===== config.mk =====
export PLATFORM = sky130hd
export DESIGN_NAME = mul_unit_scheduler_flat
export DESIGN_NICKNAME = d
export VERILOG_FILES = /design/src/rtl/Modules_pkg.sv /design/src/rtl/mul_unit_scheduler_if.sv /design/src/rtl/mul_unit_scheduler.sv /design/src/flat_wrapper.sv
export SDC_FILE = /design/constraint.sdc
export NUM_CORES = 1
export LEC_CHECK = 0
export ABC_AREA = 1
export BUFFER_PORTS_ARGS = -buffer_cell sky130_fd_sc_hd__buf_2
export CORE_AREA = 2 2 143 145
export CTS_BUF_LIST = sky130_fd_sc_hd__clkbuf_4 sky130_fd_sc_hd__clkbuf_8
export DETAILED_ROUTE_END_ITERATION = 16
export DIE_AREA = 0 0 145 147
export PLACE_DENSITY = 0.56
export SLEW_MARGIN = 20
export SYNTH_ARGS = -nofsm -noshare
export SYNTH_HDL_FRONTEND = slang
export SYNTH_SLANG_ARGS = --single-unit

===== constraint.sdc =====
create_clock -name clk_i -period 2.2 [get_ports clk_i]
set_input_delay 0.44 -clock clk_i [delete_from_list [all_inputs] [get_ports clk_i]]
set_output_delay 0.44 -clock clk_i [all_outputs]
set_load 0.005 [all_outputs]

===== src/rtl/Modules_pkg.sv =====
// Shared types for the iterative multiplication unit and the logic that feeds it.
package Modules_pkg;
  localparam int XLEN = 32;

  typedef enum logic [1:0] {
    MUL_    = 2'd0,
    MULH_   = 2'd1,
    MULHSU_ = 2'd2,
    MULHU_  = 2'd3
  } mul_ops_e;

  typedef enum logic {
    FREE = 1'b0,
    BUSY = 1'b1
  } fu_state_e;
endpackage


===== src/rtl/mul_unit_scheduler_if.sv =====
// Request/response bundle between the two requesters, the consumer and mul_unit_scheduler.
interface mul_unit_scheduler_if;
  // valid/ready: a beat moves on an enabled clock edge where valid and ready are both high;
  // req_ready_o is a one-hot grant, and rsp_valid_o with its id/result stays stable until that edge.
  logic [1:0]                    req_valid_i;
  logic [1:0]                    req_ready_o;
  Modules_pkg::mul_ops_e         req0_op_i;
  logic [Modules_pkg::XLEN-1:0]  req0_a_i;
  logic [Modules_pkg::XLEN-1:0]  req0_b_i;
  Modules_pkg::mul_ops_e         req1_op_i;
  logic [Modules_pkg::XLEN-1:0]  req1_a_i;
  logic [Modules_pkg::XLEN-1:0]  req1_b_i;
  logic                          rsp_valid_o;
  logic                          rsp_ready_i;
  logic                          rsp_id_o;
  logic [Modules_pkg::XLEN-1:0]  rsp_result_o;

  modport slave (
    input  req_valid_i, req0_op_i, req0_a_i, req0_b_i,
    input  req1_op_i, req1_a_i, req1_b_i, rsp_ready_i,
    output req_ready_o, rsp_valid_o, rsp_id_o, rsp_result_o
  );

  modport master (
    output req_valid_i, req0_op_i, req0_a_i, req0_b_i,
    output req1_op_i, req1_a_i, req1_b_i, rsp_ready_i,
    input  req_ready_o, rsp_valid_o, rsp_id_o, rsp_result_o
  );
endinterface


===== src/rtl/mul_unit_scheduler.sv =====
// Round-robin sharing of the free-running 17-cycle Booth multiplier between two requesters.
// Optional last-result cache enabled by defining MUL_SCHED_REUSE_EN.
module mul_unit_scheduler
  import Modules_pkg::*;
(
  input  logic                clk_i,
  input  logic                rst_i,
  input  logic                clk_en_i,
  mul_unit_scheduler_if.slave bus,
  output logic [XLEN-1:0]     mul_multiplier_o,
  output logic [XLEN-1:0]     mul_multiplicand_o,
  output mul_ops_e            mul_operation_o,
  input  logic [XLEN-1:0]     mul_result_i,
  input  fu_state_e           mul_state_i,
  output logic                busy_o,
  output logic [1:0]          dbg_state_o
);

  typedef enum logic [1:0] {
    ST_IDLE      = 2'd0,
    ST_WAIT_FREE = 2'd1,
    ST_RUN       = 2'd2,
    ST_DONE      = 2'd3
  } state_e;

  state_e          r_state;
  state_e          w_state_nxt;
  logic            r_ptr;
  logic            w_ptr_nxt;
  logic [1:0]      w_grant;
  logic            w_capture;
  logic            w_rsp_take;

  logic            w_gnt_id;
  mul_ops_e        w_gnt_op;
  logic [XLEN-1:0] w_gnt_a;
  logic [XLEN-1:0] w_gnt_b;
  logic            w_hit;
  logic [XLEN-1:0] w_hit_result;

  mul_ops_e        r_op;
  logic [XLEN-1:0] r_a;
  logic [XLEN-1:0] r_b;
  logic            r_id;
  logic            r_rsp_valid;
  logic [XLEN-1:0] r_rsp_result;

  // With both requesters valid the pointer side wins; a lone requester wins outright.
  assign w_gnt_id = (bus.req_valid_i == 2'b11) ? r_ptr : bus.req_valid_i[1];
  assign w_gnt_op = w_gnt_id ? bus.req1_op_i : bus.req0_op_i;
  assign w_gnt_a  = w_gnt_id ? bus.req1_a_i  : bus.req0_a_i;
  assign w_gnt_b  = w_gnt_id ? bus.req1_b_i  : bus.req0_b_i;

`ifdef MUL_SCHED_REUSE_EN
  logic            r_c_valid;
  mul_ops_e        r_c_op;
  logic [XLEN-1:0] r_c_a;
  logic [XLEN-1:0] r_c_b;
  logic [XLEN-1:0] r_c_res;

  assign w_hit        = r_c_valid && (r_c_op == w_gnt_op) && (r_c_a == w_gnt_a) && (r_c_b == w_gnt_b);
  assign w_hit_result = r_c_res;

  always_ff @(posedge clk_i) begin
    if (rst_i) begin
      r_c_valid <= 1'b0;
      r_c_op    <= MUL_;
      r_c_a     <= '0;
      r_c_b     <= '0;
      r_c_res   <= '0;
    end else if (clk_en_i && w_capture) begin
      r_c_valid <= 1'b1;
      r_c_op    <= r_op;
      r_c_a     <= r_a;
      r_c_b     <= r_b;
      r_c_res   <= mul_result_i;
    end
  end
`else
  assign w_hit        = 1'b0;
  assign w_hit_result = '0;
`endif

  always_comb begin
    w_state_nxt = r_state;
    w_ptr_nxt   = r_ptr;
    w_grant     = 2'b00;
    w_capture   = 1'b0;
    w_rsp_take  = 1'b0;
    case (r_state)
      ST_IDLE: begin
        if (clk_en_i && (bus.req_valid_i != 2'b00)) begin
          w_grant     = w_gnt_id ? 2'b10 : 2'b01;
          w_ptr_nxt   = ~w_gnt_id;
          w_state_nxt = w_hit ? ST_DONE : ST_WAIT_FREE;
        end
      end
      ST_WAIT_FREE: begin
        if (mul_state_i == FREE) w_state_nxt = ST_RUN;
      end
      ST_RUN: begin
        // The next FREE after the load is the end of that operand's 17-cycle window.
        if (mul_state_i == FREE) begin
          w_capture   = 1'b1;
          w_state_nxt = ST_DONE;
        end
      end
      ST_DONE: begin
        if (bus.rsp_ready_i) begin
          w_rsp_take  = 1'b1;
          w_state_nxt = ST_IDLE;
        end
      end
      default: w_state_nxt = ST_IDLE;
    endcase
  end

  always_ff @(posedge clk_i) begin
    if (rst_i) begin
      r_state <= ST_IDLE;
      r_ptr   <= 1'b0;
    end else if (clk_en_i) begin
      r_state <= w_state_nxt;
      r_ptr   <= w_ptr_nxt;
    end
  end

  always_ff @(posedge clk_i) begin
    if (rst_i) begin
      r_op         <= MUL_;
      r_a          <= '0;
      r_b          <= '0;
      r_id         <= 1'b0;
      r_rsp_valid  <= 1'b0;
      r_rsp_result <= '0;
    end else if (clk_en_i) begin
      if (w_grant != 2'b00) begin
        r_op <= w_gnt_op;
        r_a  <= w_gnt_a;
        r_b  <= w_gnt_b;
        r_id <= w_gnt_id;
      end
      if (w_capture) begin
        r_rsp_valid  <= 1'b1;
        r_rsp_result <= mul_result_i;
      end else if ((w_grant != 2'b00) && w_hit) begin
        r_rsp_valid  <= 1'b1;
        r_rsp_result <= w_hit_result;
      end else if (w_rsp_take) begin
        r_rsp_valid  <= 1'b0;
      end
    end
  end

  // Operands come straight from the hold registers: the unit's MULHSU mux reads them live.
  assign mul_multiplier_o   = r_a;
  assign mul_multiplicand_o = r_b;
  assign mul_operation_o    = r_op;

  assign bus.req_ready_o  = w_grant;
  assign bus.rsp_valid_o  = r_rsp_valid;
  assign bus.rsp_id_o     = r_id;
  assign bus.rsp_result_o = r_rsp_result;
  assign busy_o           = (r_state != ST_IDLE);
  assign dbg_state_o      = r_state;

endmodule

===== src/flat_wrapper.sv =====
// flat-port wrapper written by rule: the top's interface ports become plain ports
module mul_unit_scheduler_flat import Modules_pkg::*;
  (clk_i, rst_i, clk_en_i, mul_multiplier_o, mul_multiplicand_o, mul_operation_o, mul_result_i, mul_state_i, busy_o, dbg_state_o, bus_req_valid_i, bus_req0_op_i, bus_req0_a_i, bus_req0_b_i, bus_req1_op_i, bus_req1_a_i, bus_req1_b_i, bus_rsp_ready_i, bus_req_ready_o, bus_rsp_valid_o, bus_rsp_id_o, bus_rsp_result_o);
  mul_unit_scheduler_if bus_i ();
  input  logic clk_i;
  input  logic rst_i;
  input  logic clk_en_i;
  output logic [XLEN-1:0] mul_multiplier_o;
  output logic [XLEN-1:0] mul_multiplicand_o;
  output mul_ops_e mul_operation_o;
  input  logic [XLEN-1:0] mul_result_i;
  input  fu_state_e mul_state_i;
  output logic busy_o;
  output logic [1:0] dbg_state_o;
  input wire logic [$bits(bus_i.req_valid_i)-1:0] bus_req_valid_i;
  input wire logic [$bits(bus_i.req0_op_i)-1:0] bus_req0_op_i;
  input wire logic [$bits(bus_i.req0_a_i)-1:0] bus_req0_a_i;
  input wire logic [$bits(bus_i.req0_b_i)-1:0] bus_req0_b_i;
  input wire logic [$bits(bus_i.req1_op_i)-1:0] bus_req1_op_i;
  input wire logic [$bits(bus_i.req1_a_i)-1:0] bus_req1_a_i;
  input wire logic [$bits(bus_i.req1_b_i)-1:0] bus_req1_b_i;
  input wire logic [$bits(bus_i.rsp_ready_i)-1:0] bus_rsp_ready_i;
  output wire logic [$bits(bus_i.req_ready_o)-1:0] bus_req_ready_o;
  output wire logic [$bits(bus_i.rsp_valid_o)-1:0] bus_rsp_valid_o;
  output wire logic [$bits(bus_i.rsp_id_o)-1:0] bus_rsp_id_o;
  output wire logic [$bits(bus_i.rsp_result_o)-1:0] bus_rsp_result_o;
  assign bus_i.req_valid_i = bus_req_valid_i;
  assign bus_i.req0_op_i = bus_req0_op_i;
  assign bus_i.req0_a_i = bus_req0_a_i;
  assign bus_i.req0_b_i = bus_req0_b_i;
  assign bus_i.req1_op_i = bus_req1_op_i;
  assign bus_i.req1_a_i = bus_req1_a_i;
  assign bus_i.req1_b_i = bus_req1_b_i;
  assign bus_i.rsp_ready_i = bus_rsp_ready_i;
  assign bus_req_ready_o = bus_i.req_ready_o;
  assign bus_rsp_valid_o = bus_i.rsp_valid_o;
  assign bus_rsp_id_o = bus_i.rsp_id_o;
  assign bus_rsp_result_o = bus_i.rsp_result_o;
  mul_unit_scheduler u_core (.clk_i(clk_i), .rst_i(rst_i), .clk_en_i(clk_en_i), .bus(bus_i), .mul_multiplier_o(mul_multiplier_o), .mul_multiplicand_o(mul_multiplicand_o), .mul_operation_o(mul_operation_o), .mul_result_i(mul_result_i), .mul_state_i(mul_state_i), .busy_o(busy_o), .dbg_state_o(dbg_state_o));
endmodule

==> results of run 1 <==
what timing repair did:
action,4_1_cts,5_1_grt
endpoints found under the hold margin,0,0
gates resized for setup,3,2
setup endpoints to repair,1,1
buffers inserted,0,2
hold buffers,0,0
how the worst min path moves through the flow:
| stage | startpoint | endpoint | slack, ns | cells after the start |
|---|---|---|---|---|
| floorplan | u_core.r_ptr | u_core.r_ptr | 0.46 | 2 |
| global placement | u_core.bus.rsp_id_o | u_core.bus.rsp_id_o | 0.45 | 2 |
| detailed placement | u_core.bus.rsp_result_o[13] | u_core.bus.rsp_result_o[13] | 0.47 | 2 |
| CTS | mul_result_i[16] | u_core.bus.rsp_result_o[16] | 0.26 | 3 |
| global route | mul_result_i[24] | u_core.bus.rsp_result_o[24] | 0.27 | 3 |
| finish | mul_result_i[16] | u_core.bus.rsp_result_o[16] | 0.29 | 3 |
cell type report:
class,instances,area [um2],area share (%)
Clock inverter,7,73.8,1.11
Clock buffer,9,124,1.86
Tap cell,270,338,5.07
Multi-Input combinational cell,461,2020,30.3
Timing Repair Buffer,287,1490,22.4
Sequential cell,103,2060,31.0
Inverter,146,553,8.30
layer usage:
metal,up-vias,global-route usage (%),wire (um)
met5,-,0,13
met4,2,4.60,258
met3,19,4.04,971
met2,176,23.9,7150
met1,2219,16.4,6760
li1,2765,-,-
worst register-to-register path: stages (launching register included):
cell and delay, ns:
dfxtp_2 0.39, inv_1 0.09, ha_2 0.19, nand2_1 0.08, inv_2 0.06, o21ai_4 0.08, buf_4 0.51, a21oi_1 0.17
nand2_1 0.09, inv_1 0.03
synthesized netlist by cell type:
cell / instances / share of area [%]
buf_6: 7 / 1.6
nand2_2: 2 / 0.26
inv_2: 3 / 0.23
a21oi_1: 70 / 7.2
buf_2: 15 / 1.5
buf_4: 3 / 0.46
a21oi_2: 1 / 0.18
inv_1: 143 / 11
dfxtp_1: 103 / 42
ha_1: 5 / 1.3
o21ai_2: 1 / 0.18
o21ai_0: 33 / 3.4
nand3_1: 70 / 7.2
nor2_1: 70 / 5.4
buf_1: 2 / 0.15
clkbuf_1: 18 / 1.4
nand2_1: 209 / 16
logic make-up after synthesis:
kind of cell	Yosys count
simple gates	351
buf+inv	191
compound gates	105
flops	103
fa+ha+maj	5
sequential cells by signal, summed over array words and instances, names as in the netlist:
register                   cells
u_core.bus.rsp_result_o       32
u_core.mul_multiplicand_o     32
u_core.mul_multiplier_o       32
u_core.dbg_state_o             2
u_core.mul_operation_o         2
u_core.bus.rsp_id_o            1
u_core.bus.rsp_valid_o         1
u_core.r_ptr                   1
power groups by stage:
stage | clock network [W] | logic [W] | registers, W
5_1_grt | 0.00137 | 0.00132 | 0.00218
4_1_cts | 0.00130 | 0.00118 | 0.00215
3_5_place_dp | 0 | 0.00117 | 0.00219
2_1_floorplan | 0 | 0.000652 | 0.00221
3_3_place_gp | 0 | 0.00117 | 0.00219
6_report | 0.00122 | 0.00116 | 0.00215
per-stage QoR:
| step | worst slack [ns] | cell area [um2] | total power, W |
|---|---|---|---|
| floorplan | 0.421 | 4870 | 0.00286 |
| global placement | 0.409 | 6440 | 0.00336 |
| detailed placement | 0.355 | 6440 | 0.00336 |
| CTS | 0.0271 | 6640 | 0.00463 |
| global route | 0.0181 | 6660 | 0.00487 |
| finish | 0.183 | 6660 | 0.00453 |
==> results by group, run 1 <==
CTS
  • Clock latency at the later pin of the worst-skew pair: 0.38 ns
  • Inserted Clock Buffers: 9
  • Clk buf depth: 2
  • H-tree depth: 3
  • Clock root cell: clkbuf_8
  • Clk sinks: 103
  • Clk pin slew, worst setup/hold paths: 0.12 ns
  • CTS tree: built

Global route
  • Overflow after GRT: 0
  • Vias in the first global route: 4659
  • Global Route Usage Sum: 13.8%
  • Initial antenna violation count: 1
  • Largest net degree at the start of global routing: 58
  • Global-route wire length before repair: 23700 um

Detailed routing
  • Vias: 5181
  • Final wirelength: 15200 um
  • Final ANT Viol Nets: 0
  • Drt first pass iters: 6
  • WL per Instance: 11.8 um
  • Initial DRC Count: 167
  • Drt via density: 4.04
  • DRC viols: 0

Critical path
  • Setup crit end kind: primary output
  • Slowest CP cell: dfxtp_2
  • Crit. Startpoint: u_core.dbg_state_o[1]
  • Arrival time worst endpoint: 1.58 ns
  • Largest delay share family, worst path: flip-flops
  • Setup Crit Path Kind: reg2out
  • R2R setup slack: 0.42 ns
  • Worst r2r path cells: 9
  • CP cell instances: inv_1 -> ha_2 -> nand2_1 -> inv_2 -> o21ai_4 -> clkinv_4 -> nand2_2 -> inv_1 -> buf_2
  • Reg2reg end: u_core.mul_multiplicand_o[12]
  • Crit. path cell count: 9
  • Critical path's largest stage delay: 0.39 ns
  • Most frequent CP cell: inv_1
  • CP startpoint kind: flop
  • CP Buf/Inv Count: 5
  • Crit path capture: bus_req_ready_o[0]
  • Crit-path max FO: 5
  • Critical Path RT: 1.76 ns
  • Reg2reg start: u_core.dbg_state_o[1]

Layout
  • P&R area growth vs syn: 36.8%
  • Commonest cells after routing, fill and taps aside: buf_2, nand2_1, inv_1
  • Layout cell share with drive strength beyond 1: 30.9%
  • Finished Core Util: 33.6%
  • Layout Cells excl Fill: 1283
  • Nets: 1184
  • Diode count: 0
  • Filler cells: 2219
  • Most common cell after layout, fill and taps aside: buf_2

Pwr
  • VDD IR max: 0.000280 V
  • LEAKAGE: 3.76 nW
  • Sw power: 0.00152 W
  • Net Sw Frac: 33.6%
  • Int Power: 0.00301 W
  • Sequential share of power: 47.4%
  • Power Dens Cells: 680 nW/um2
  • Clk pwr share: 26.9%
  • Comb power frac: 25.7%

Synthesis
  • Post-synthesis instance area: 4870 um2
  • Post-synthesis compound-gate area fraction: 11.0%
  • Largest family of logic cells by synthesized area: simple AND/OR/NAND/NOR gates
  • Syn Area/Cell: 6.45 um2
  • Flops & latches, synth: 103
  • Synth Area in Adders: 1.29%
  • Yosys cell types: 17
  • Synth Area in XOR/XNOR: 0%
  • Yosys Warn Count: 0
  • Syn Nets: 931
  • Simple-gate portion of the synthesized area: 29.0%
  • Multiplexer share of the synthesized area: 0%
  • Post-synthesis cell count: 755
  • Sequential share of the synthesized area: 42.4%

Placement
  • Detail Placement HPWL: 10800 um
  • IO buf count: 275
  • RePlAce Congestion: 0.739
  • Post-Place Cells: 1265

STA
  • Hold Worst Slack: 0.295 ns
  • Worst slew pin tran: 1.02 ns
  • Clock Skews: 0.0135 ns
  • Slew margin rel.: 31.7%
  • Max Slew Vio Count: 0
  • Setup total negative slack: 0 ns
  • Tmin final: 2.02 ns
  • Setup Viol. Count Final: 0
  • Highest clock rate: 0.496 GHz
  • RSZ-0062 raised after global routing: false
  • Final Hold Fails: 0
  • Tcrit/Tclk final: 91.7%

Die
  • CORE AREA: 19800 um2
  • I/O pins: 276
  • Row cnt: 52
  • Starting Density: 24.5%
  • Die Wd: 145 um
  • Die Area: 21300 um2
  • Die H: 147 um

Flow run
  • Max-cap violations: 0

Run status
  • Outcome: completed

Min path
  • HP Class: in2reg
No activity file was read; power rests on OpenSTA's default activity.
==> run 2: changes to the inputs <==
--- a/config.mk
+++ b/config.mk
@@ -8,7 +8,6 @@
 export ABC_AREA = 1
 export BUFFER_PORTS_ARGS = -buffer_cell sky130_fd_sc_hd__buf_2
 export CORE_AREA = 2 2 143 145
-export CTS_BUF_LIST = sky130_fd_sc_hd__clkbuf_4 sky130_fd_sc_hd__clkbuf_8
 export DETAILED_ROUTE_END_ITERATION = 16
 export DIE_AREA = 0 0 145 147
 export PLACE_DENSITY = 0.56
==> constraint.sdc (replaced) <==
create_clock -name clk_i -period 2.3 [get_ports clk_i]
set_input_delay 0.46 -clock clk_i [delete_from_list [all_inputs] [get_ports clk_i]]
set_output_delay 0.46 -clock clk_i [all_outputs]
set_load 0.005 [all_outputs]
==> results by group, run 2 (same netlist as run 1, synthesis figures left out) <==
Run status
  • Outcome: completed

CTS
  • Clk pin slew, worst setup/hold paths: 0.08 ns
  • CTS tree: built
  • Post-CTS Repair Setup Buffers: 0
  • H-tree depth: 3
  • Hold Buf Count CTS: 0
  • Clk sinks: 103
  • Clk buf depth: 2
  • Inserted Clock Buffers: 9
  • PostCTS Resize Cnt: 0
  • Clock latency at the later pin of the worst-skew pair: 0.36 ns
  • Clock root cell: clkbuf_16

Layout
  • Nets: 1180
  • P&R area growth vs syn: 38.7%
  • Commonest cells after routing, fill and taps aside: buf_2, nand2_1, inv_1
  • Layout Cells excl Fill: 1280
  • Filler cells: 2243
  • Most common cell after layout, fill and taps aside: buf_2
  • Layout cell share with drive strength beyond 1: 30.4%

Pwr
  • VDD IR max: 0.000305 V
  • Comb power frac: 23.5%
  • Sequential share of power: 43.7%
  • Clk pwr share: 32.8%
  • Sw power: 0.00149 W
  • Net Sw Frac: 31.7%
  • Int Power: 0.00322 W
  • LEAKAGE: 3.81 nW
  • Power Dens Cells: 698 nW/um2

STA
  • Slew margin rel.: 31.5%
  • Setup Viol. Count Final: 0
  • Tmin final: 2.14 ns
  • Clock Skews: 0.00945 ns
  • Highest clock rate: 0.468 GHz
  • Hold Worst Slack: 0.348 ns
  • Setup total negative slack: 0 ns
  • Worst slew pin tran: 1.03 ns
  • Max Slew Vio Count: 0
  • Final Hold Fails: 0
  • RSZ-0062 raised after global routing: false
  • Tcrit/Tclk final: 92.9%
  • Setup slack after layout: 0.162 ns

Critical path
  • Setup crit end kind: primary output
  • CP startpoint kind: flop
  • Arrival time worst endpoint: 1.68 ns
  • Slowest CP cell: dfxtp_2
  • Setup Crit Path Kind: reg2out
  • Critical path's largest stage delay: 0.35 ns
  • CP cell instances: inv_1 -> ha_1 -> nand2_1 -> inv_2 -> o21ai_4 -> inv_2 -> nand2_2 -> inv_1 -> buf_2
  • Critical Path RT: 1.84 ns
  • Crit-path max FO: 11

Detailed routing
  • Initial DRC Count: 201
  • Vias: 5202
  • Final wirelength: 15400 um
  • DRC viols: 0
  • WL per Instance: 12.0 um
  • Final ANT Viol Nets: 0
  • Drt via density: 4.06
  • Drt first pass iters: 4

Die
  • Row cnt: 52
  • Die Area: 21300 um2
  • I/O pins: 276
  • CORE AREA: 19800 um2
  • Starting Density: 24.5%
  • Die H: 147 um
  • Die Wd: 145 um

Placement
  • IO buf count: 275
  • RePlAce Congestion: 0.753
  • Post-Place Setup Slack: 0.453 ns
  • Detail Placement HPWL: 10900 um
  • Post-Place Cells: 1263

Flow run
  • Max-cap violations: 0

Global route
  • Global Route Usage Sum: 13.9%
  • Overflow after GRT: 0
  • Initial antenna violation count: 2
  • Global-route wire length before repair: 24000 um
  • Largest net degree at the start of global routing: 69
  • Vias in the first global route: 4740

Min path
  • HP Class: in2reg
==> run 2: worst paths after layout <==
kind | from | end | slack, ns | cells after the start
worst max register to register | u_core.dbg_state_o[0] | u_core.bus.rsp_result_o[25] | 0.51 | 6
worst min-delay path | mul_result_i[16] | u_core.bus.rsp_result_o[16] | 0.35 | 3
worst min register to register | u_core.bus.rsp_valid_o | u_core.bus.rsp_valid_o | 0.47 | 2
worst max-delay path | u_core.dbg_state_o[0] | bus_req_ready_o[0] | 0.16 | 9
==> run 2: critical path, delay by kind of cell (launching register included) <==
kind | cells | cell delay [ns]
and+or+nand+nor | 2 | 0.17
buffers and inverters | 5 | 0.53
DFF | 1 | 0.35
AOI/OAI and AO/OA | 1 | 0.07
adders and majority gates | 1 | 0.20
==> run 2: metrics by stage <==
step	instance area (um2)	power (W)	util [%]
after floorplan	4870	0.00274	-
after global placement	6450	0.00322	32.5
after detailed placement	6450	0.00323	32.5
after CTS	6750	0.00482	34.0
after global routing	6750	0.00506	34.0
final	6750	0.00471	34.0
==> run 2: layout make-up <==
type                       count  area (um2)  share of cell area [%]
tap                          270         338                    5.00
clock inverter                 7        73.8                    1.09
inverter                     146         548                    8.12
clock buffer                   9         225                    3.34
timing repair buffer         283        1490                    22.0
multi-input combinational    461        2010                    29.8
antenna                        1        2.50                  0.0371
sequential                   103        2060                    30.6
==> run 2: power groups by stage <==
stage | Combinational [W] | Sequential (W) | Clock [W]
detailed placement | 0.00113 | 0.00210 | 0
global route | 0.00126 | 0.00208 | 0.00172
finish | 0.00111 | 0.00206 | 0.00155
CTS | 0.00113 | 0.00206 | 0.00164
floorplan | 0.000623 | 0.00211 | 0
global placement | 0.00113 | 0.00209 | 0
==> run 2: per-layer routing <==
metal | up-vias | GRT usage (%) | share of wire [%]
met5 | - | 0 | 0.085
met4 | 2 | 4.55 | 1.6
met3 | 18 | 3.98 | 6.3
met2 | 161 | 24.4 | 48
met1 | 2252 | 16.4 | 44
li1 | 2769 | - | -
==> run 3: changes to the inputs <==
--- a/config.mk
+++ b/config.mk
@@ -10,7 +10,7 @@
 export CORE_AREA = 2 2 143 145
 export DETAILED_ROUTE_END_ITERATION = 16
 export DIE_AREA = 0 0 145 147
-export PLACE_DENSITY = 0.56
+export PLACE_DENSITY = 0.53
 export SLEW_MARGIN = 20
 export SYNTH_ARGS = -nofsm -noshare
 export SYNTH_HDL_FRONTEND = slang
==> results by group, run 3 (same netlist as run 1, synthesis figures left out) <==
Layout
  • P&R area growth vs syn: 38.6%
  • Most common cell after layout, fill and taps aside: buf_2
  • Nets: 1182
  • Finished Core Util: 34.0%
  • Layout cell share with drive strength beyond 1: 30.5%
  • Commonest cells after routing, fill and taps aside: buf_2, nand2_1, inv_1

CTS
  • Clk buf depth: 2
  • CTS tree: built
  • Post-CTS Repair Setup Buffers: 0
  • PostCTS Resize Cnt: 0
  • H-tree depth: 3
  • Clock latency at the later pin of the worst-skew pair: 0.36 ns
  • Clk pin slew, worst setup/hold paths: 0.08 ns
  • Hold Buf Count CTS: 0
  • Clock root cell: clkbuf_16
  • Clk sinks: 103
  • Inserted Clock Buffers: 9

Min path
  • HP Class: in2reg
  • Hold wc startpoint: mul_result_i[15]
  • Hold path endpoint: u_core.bus.rsp_result_o[15]
  • Hold path cells: 3

Detailed routing
  • Initial DRC Count: 133
  • WL per Instance: 11.8 um
  • Drt via density: 4.03
  • Final wirelength: 15100 um
  • Drt first pass iters: 4
  • Vias: 5166
  • Final ANT Viol Nets: 0
  • DRC viols: 0

Die
  • Row cnt: 52
  • I/O pins: 276
  • Starting Density: 24.5%
  • Die H: 147 um
  • Die Area: 21300 um2
  • CORE AREA: 19800 um2
  • Die Wd: 145 um

Critical path
  • CP startpoint kind: flop
  • Worst r2r path cells: 6
  • Crit. Startpoint: u_core.dbg_state_o[0]
  • CP Buf/Inv Count: 5
  • R2R setup slack: 0.48 ns
  • Arrival time worst endpoint: 1.67 ns
  • Largest delay share family, worst path: buffers and inverters
  • Critical Path RT: 1.84 ns
  • Setup crit end kind: primary output
  • Critical path's largest stage delay: 0.41 ns
  • Setup Crit Path Kind: reg2out
  • Reg2reg end: u_core.bus.rsp_result_o[8]
  • CP cell instances: inv_1 -> ha_1 -> nand2_1 -> inv_2 -> o21ai_4 -> inv_2 -> nand2_2 -> inv_1 -> buf_2
  • Reg2reg start: u_core.dbg_state_o[0]
  • Slowest CP cell: dfxtp_1
  • Crit-path max FO: 5

Global route
  • Global-route wire length before repair: 24000 um
  • Vias in the first global route: 4726
  • Initial antenna violation count: 2
  • Overflow after GRT: 0
  • Largest net degree at the start of global routing: 61
  • Global Route Usage Sum: 13.9%

Placement
  • Detail Placement HPWL: 11100 um
  • RePlAce Congestion: 0.747
  • IO buf count: 275

Pwr
  • LEAKAGE: 3.80 nW
  • Power Dens Cells: 699 nW/um2
  • VDD IR max: 0.000340 V

STA
  • Tcrit/Tclk final: 92.4%
  • Setup Viol. Count Final: 0
  • Worst slew pin tran: 1.04 ns
  • Clock Skews: 0.0133 ns
  • Final Hold Fails: 0
  • Slew margin rel.: 30.7%
  • Max Slew Vio Count: 0
  • RSZ-0062 raised after global routing: false
  • Highest clock rate: 0.470 GHz
  • Setup total negative slack: 0 ns
  • Tmin final: 2.13 ns

Run status
  • Outcome: completed

Flow run
  • Max-cap violations: 0
## run 3: cell types whose count changed in the layout (fill, tap and decap cells not counted)
cell,change
buf_12,-2
diode_2,+1
clkinv_4,-2
inv_8,-1
clkinvlp_4,+1
inv_6,+1
clkinv_8,+1
buf_4,+4
dfxtp_2,-1
dfxtp_1,+1
## run 3: tightest hold or removal path: cells and delay by family
family                 cells  cell delay (ns)
AND/OR/NAND/NOR            1             0.07
AO/OA/AOI/OAI              1             0.07
buffers and inverters      1             0.07
## run 3: area by class of cell
cell class                 count  area, um2
clock inverter                 7       77.6
antenna                        2       5.00
clock buffer                   9        225
multi-input combinational    461       2010
tap                          270        338
fill                        2238      13100
timing repair buffer         285       1480
sequential                   103       2060
inverter                     146        548
## run 3: per-stage QoR
step | total power (W) | setup WS (ns) | hold slack [ns] | instances | cell area, um2
after floorplan | 0.00274 | 0.501 | 0.455 | 755 | 4870
after global placement | 0.00322 | 0.484 | 0.457 | 1265 | 6440
after detailed placement | 0.00322 | 0.467 | 0.462 | 1265 | 6440
after CTS | 0.00481 | 0.117 | 0.335 | 1281 | 6740
after global routing | 0.00505 | 0.00983 | 0.342 | 1282 | 6740
final | 0.00471 | 0.174 | 0.347 | 1283 | 6750
## run 3: how the worst max path moves through the flow
stage | to | slack (ns) | depth (start not counted)
global placement | u_core.mul_multiplicand_o[21] | 0.48 | 10
floorplan | bus_req_ready_o[0] | 0.50 | 10
CTS | bus_req_ready_o[0] | 0.12 | 9
finish | bus_req_ready_o[0] | 0.17 | 9
global route | bus_req_ready_o[0] | 0.01 | 9
detailed placement | u_core.bus.rsp_result_o[13] | 0.47 | 6
## run 3: routing by layer
layer,GRT usage (%),wire length [um],part of all wire (%),vias up
li1,-,-,-,2777
met1,16.7,6770,45,2210
met2,24.0,7020,46,163
met3,4.38,1080,7.2,16
met4,4.16,227,1.5,0
met5,0,0,0,-
## run 3: power breakdown
group          total (W)  internal [W]  switching, W
combinational    0.00110      0.000472      0.000625
sequential       0.00205       0.00197     0.0000868
clock            0.00156      0.000774      0.000789
